## src/rtl/hazard_pkg.sv

```systemverilog
// Shared types and limits for the load-use hazard / flush controller.
package hazard_pkg;

  localparam int LOAD_LAT_MAX = 8;
  localparam int REM_W        = $clog2(LOAD_LAT_MAX + 1);

  typedef enum logic {
    IDLE  = 1'b0,
    STALL = 1'b1
  } state_e;

endpackage

```

## src/rtl/sat_counter.sv

```systemverilog
// Saturating event counter with synchronous clear (clear wins over increment).
module sat_counter #(
  parameter int NB_CNT = 16
) (
  input  logic              i_clk,
  input  logic              i_rst,
  input  logic              i_inc,
  input  logic              i_clr,
  output logic [NB_CNT-1:0] o_cnt
);

  logic [NB_CNT-1:0] cnt_q, cnt_d;

  // NOTE: every variable written here gets a default first, so no latch is inferred.
  always_comb begin
    cnt_d = cnt_q;
    if (i_clr) begin
      cnt_d = '0;
    end else if (i_inc && (cnt_q != '1)) begin
      cnt_d = cnt_q + NB_CNT'(1);
    end
  end

  // NOTE: state registers use non-blocking assignment so all flops update together.
  always_ff @(posedge i_clk or posedge i_rst) begin
    if (i_rst) begin
      cnt_q <= '0;
    end else begin
      cnt_q <= cnt_d;
    end
  end

  assign o_cnt = cnt_q;

endmodule

```

## src/rtl/hazard_ctrl.sv

```systemverilog
// Load-use hazard stall and IF/ID flush controller with saturating debug counters.
module hazard_ctrl
  import hazard_pkg::*;
#(
  parameter int NB_REG   = 5,
  parameter int LOAD_LAT = 1,
  parameter int NB_CNT   = 16
) (
  input  logic              i_clk,
  input  logic              i_rst,
  input  logic              i_en,
  input  logic              i_clr_cnt,
  input  logic [NB_REG-1:0] i_rs_id,
  input  logic [NB_REG-1:0] i_rt_id,
  input  logic              i_use_rs_id,
  input  logic              i_use_rt_id,
  input  logic [NB_REG-1:0] i_rt_ex,
  input  logic              i_mem_read_ex,
  input  logic              i_jump,
  input  logic              i_branch,
  output logic              o_stall,
  output logic              o_flush,
  output logic [NB_CNT-1:0] o_stall_cnt,
  output logic [NB_CNT-1:0] o_flush_cnt
);

  if ((LOAD_LAT < 1) || (LOAD_LAT > LOAD_LAT_MAX)) begin : g_bad_load_lat
    $error("hazard_ctrl: LOAD_LAT=%0d outside 1..%0d", LOAD_LAT, LOAD_LAT_MAX);
  end

  state_e           state_q, state_d;
  logic [REM_W-1:0] rem_q, rem_d;
  logic             hit;
  logic             stall;

  assign hit = i_mem_read_ex && (i_rt_ex != '0) &&
               ((i_use_rs_id && (i_rs_id == i_rt_ex)) ||
                (i_use_rt_id && (i_rt_id == i_rt_ex)));

  always_comb begin
    state_d = state_q;
    rem_d   = rem_q;
    stall   = 1'b0;
    case (state_q)
      IDLE: begin
        stall = hit;
        if (hit && i_en && (LOAD_LAT > 1)) begin
          state_d = STALL;
          rem_d   = REM_W'(LOAD_LAT - 1);
        end
      end
      STALL: begin
        // EX holds a bubble now, so the ID inputs no longer reflect the hazard.
        stall = 1'b1;
        if (i_en) begin
          rem_d = rem_q - REM_W'(1);
          if (rem_q == REM_W'(1)) begin
            state_d = IDLE;
          end
        end
      end
      default: begin
        state_d = IDLE;
        rem_d   = '0;
      end
    endcase
  end

  always_ff @(posedge i_clk or posedge i_rst) begin
    if (i_rst) begin
      state_q <= IDLE;
      rem_q   <= '0;
    end else begin
      state_q <= state_d;
      rem_q   <= rem_d;
    end
  end

  // Stall beats flush: a branch in ID may depend on the pending load.
  assign o_stall = stall && !i_rst;
  assign o_flush = (i_jump || i_branch) && !o_stall && !i_rst;

  sat_counter #(.NB_CNT(NB_CNT)) u_stall_cnt (
    .i_clk (i_clk),
    .i_rst (i_rst),
    .i_inc (i_en && o_stall),
    .i_clr (i_clr_cnt),
    .o_cnt (o_stall_cnt)
  );

  sat_counter #(.NB_CNT(NB_CNT)) u_flush_cnt (
    .i_clk (i_clk),
    .i_rst (i_rst),
    .i_inc (i_en && o_flush),
    .i_clr (i_clr_cnt),
    .o_cnt (o_flush_cnt)
  );

endmodule

```

## config.mk

```make
export PLATFORM = sky130hd
export DESIGN_NAME = hazard_ctrl
export DESIGN_NICKNAME = d
export VERILOG_FILES = /design/src/rtl/hazard_pkg.sv /design/src/rtl/sat_counter.sv /design/src/rtl/hazard_ctrl.sv
export SDC_FILE = /design/constraint.sdc
export NUM_CORES = 1
export LEC_CHECK = 0
export ABC_CLOCK_PERIOD_IN_PS = 6050
export CORE_ASPECT_RATIO = 1.75
export CORE_UTILIZATION = 50
export CTS_CLUSTER_DIAMETER = 100
export CTS_CLUSTER_SIZE = 14
export DETAILED_ROUTE_END_ITERATION = 8
export PLACE_DENSITY = 0.81
export SETUP_SLACK_MARGIN = 0.4
export SKIP_LAST_GASP = 1
export SYNTH_ARGS = -nofsm -noshare
export SYNTH_HDL_FRONTEND = slang
export SYNTH_HIERARCHICAL = 1
export SYNTH_SLANG_ARGS = --single-unit
```

## constraint.sdc

```tcl
create_clock -name i_clk -period 6.05 [get_ports i_clk]
set_input_delay 1.5125 -clock i_clk [delete_from_list [all_inputs] [get_ports i_clk]]
set_output_delay 1.5125 -clock i_clk [all_outputs]
set_load 0.01 [all_outputs]
```

==> metrics.yaml <==
numCtsBuffers: 5
dieArea_um2: 4844
power_frac_clock_pct: 39.3
track_usage_pct: 25.71
cp.required_ns: 4.54
cp-startpoint: "i_rt_ex[1]"
hold_end: "rem_q[3]$_DFFE_PP0P_"
grt_max_degree: 30
n_antenna_cell: 0
cp_max_fo: 4
maxSlewHeadroom_pct: 32.48
ir_drop_mv: 0.2082
detail-route-antenna-nets: 0
fin_crit_sh_pct: 82.61
worst_pin_slew_ns: 1.010
grt_pass1_vias: 2021
cts_root_buf: "clkbuf_8"
synth-main-ff-cell: "dfrtp_1"
r2r_start: "state_q$_DFF_PP0_"
seq_area_frac_synth_pct: 40.61
path_clk_slew_ns: 0.07
reg2reg_depth: 7
dr.pass1.iters: 4
synthArstFlopShare_pct: 100.0
area_delta_synth_final_pct: 30.41
syn_avg_cell_area_um2: 9.119
maxClockFrequency_mhz: 200.1
ys_ff_latch: 37
power_leakage_nw: 1.073
drt-initial-drc-count: 73
io_pins: 58
grt_remaining_overflow: 0
cp_cell_sequence: "clkdlybuf4s50_1 -> or4_1 -> o21a_1 -> a21oi_1 -> clkdlybuf4s50_1"
dp_hpwl_um: 4160
fp.dieW_um: 53.04
tns_ns: 0
clock_path_buffers: 2
skew_ns: 0.01003
cts_sinks: 37
num-nets-final: 335
io_buffers: 57
drt-wirelength-per-cell_um: 15.64
final_common_cell: "clkdlybuf4s50_1"
synth_cell_types: 36
rrSetupSlack_ns: 3.34
min_path_cells: 1
netlist_instances: 250
p_per_area_nw_per_um2: 163.2
maxCapViolCount: 0
synth-warning-count: 6
startpoint_type: "primary input"
ctsResizeCount: 0
path_common_cell: "clkdlybuf4s50_1"
slowest_delay_ns: 0.56
worst-setup-path-type: "primary input to primary output"
clk_latency_ns: 0.29
cts_max_level: 2
slowest_stage: "or4_1"
die_h_um: 91.33
period_minus_slack_ns: 4.998
status: "finished, final reports clean"
design_area_um2: 2973
critical-path-top-delay-family: "buffers and inverters"
grt_pass1_wl_um: 9328
seqPwrFrac_pct: 51.4
combPwrFrac_pct: 9.4
wl_um: 5616
worstPathArrival_ns: 3.49
layout_common_cells: "57 x clkdlybuf4s50_1, 37 x dfrtp_1, 25 x a21oi_1, 19 x nand2_1, 16 x nand3_1"
antenna_found_initial: 0
switching_power_mw: 0.1102
core_area_um2: 4404
rsz0062_at_grt: "false"
endpoint_kind: "primary output"
synth_edf_count: 0
post_cts_buffers: 0
gp_congestion: 0.8587
min-delay-start: "rem_q[3]$_DFFE_PP0P_"
hp-class: "register to register"
switching_share_pct: 22.71
drc: 0
initial_core_util_pct: 51.76
final_util_pct: 67.50
setup_violations: 0
hold_ws_ns: 0.4746
rows: 32
tritoncts: "built"
hold_viol: 0
syn-num-nets: 278
drv_slew: 0
avgViaCountPerCell: 6.184
placed_area_um2: 2872
syn_area_um2: 2280
p_int_mw: 0.3750
critPathBufInv: 2
vias: 2220
holdBufCountCts: 0
timing.rr.end: "u_flush_cnt/o_cnt[13]$_DFFE_PP0P_"
drive_above_1_share_pct: 7.143
[registers in the layout (all words and copies together) (netlist names)]
name / cells
state_q: 1
u_flush_cnt/o_cnt: 16
u_stall_cnt/o_cnt: 16
rem_q: 4
[per-layer routing]
metal,vias up,wire [um],GRT usage (%)
met4,0,40,7.895
li1,1072,-,-
met2,60,3212,47.15
met3,4,210,4.690
met5,-,0,0
met1,1084,2152,28.22
[metrics by stage]
stage          cells  power [mW]  setup WS [ns]
6_report         359      0.4852          1.052
5_1_grt          359      0.5065          1.005
4_1_cts          359      0.4896          1.037
3_5_place_dp     351      0.3001          1.042
3_3_place_gp     351      0.2991          1.103
2_1_floorplan    250      0.2760          2.063
[final cells by class]
| type | count | area [um2] |
|---|---|---|
| clock buffer | 7 | 96.34 |
| clock inverter | 1 | 5.005 |
| fill | 371 | 1431 |
| inverter | 10 | 37.54 |
| multi-input combinational | 195 | 1266 |
| sequential | 37 | 925.9 |
| tap | 51 | 63.81 |
| timing repair buffer | 58 | 578.1 |
[power groups by stage]
| stage | sequential [mW] | clock, mW | combinational, mW |
|---|---|---|---|
| after floorplan | 0.254 | 0 | 0.0221 |
| after global placement | 0.254 | 0 | 0.0452 |
| after detailed placement | 0.254 | 0 | 0.0461 |
| after CTS | 0.249 | 0.194 | 0.0462 |
| after global routing | 0.249 | 0.207 | 0.0502 |
| final | 0.249 | 0.190 | 0.0455 |
[Yosys cell counts, drive strengths merged (2+ instances only)]
cell type	instances	share of area (%)
ha	4	2.2
inv	10	1.6
nor3	8	1.8
o22ai	2	0.55
nor2	7	1.2
and4	2	0.77
mux2	4	2.0
clkbuf	4	0.77
or4	17	6.0
xnor2	12	4.6
dfrtp	37	41
dlygate4sd1	2	0.77
nand2b	4	1.1
mux2i	2	0.88
or3	14	4.0
nand3	16	3.5
nand4	12	4.6
o31ai	10	3.3
buf	2	0.66
o41ai	4	1.5
nand2	19	3.1
a31oi	2	0.55
nor2b	6	1.6
o21ai	13	2.9
a21oi	25	5.5
nor4	7	1.9
[cells by family (layout without fill, tap and decap cells)]
family | after synthesis | in the layout | share of synthesized area (%)
fa+ha+maj | 4 | 4 | 2.195
compound gates | 60 | 60 | 15.92
flops | 37 | 37 | 40.61
xor+xnor | 13 | 13 | 4.995
buf+inv | 18 | 76 | 3.842
simple gates | 112 | 112 | 29.58
mux | 6 | 6 | 2.854
[worst max-delay path by stage]
| stage | end | slack [ns] | depth (start not counted) |
|---|---|---|---|
| after floorplan | o_flush | 2.06 | 3 |
| after global placement | o_flush | 1.10 | 5 |
| after detailed placement | o_flush | 1.04 | 5 |
| after CTS | o_flush | 1.04 | 5 |
| after global routing | o_flush | 1.00 | 5 |
| final | o_flush | 1.05 | 5 |
Power figures use the tool's default switching activity.
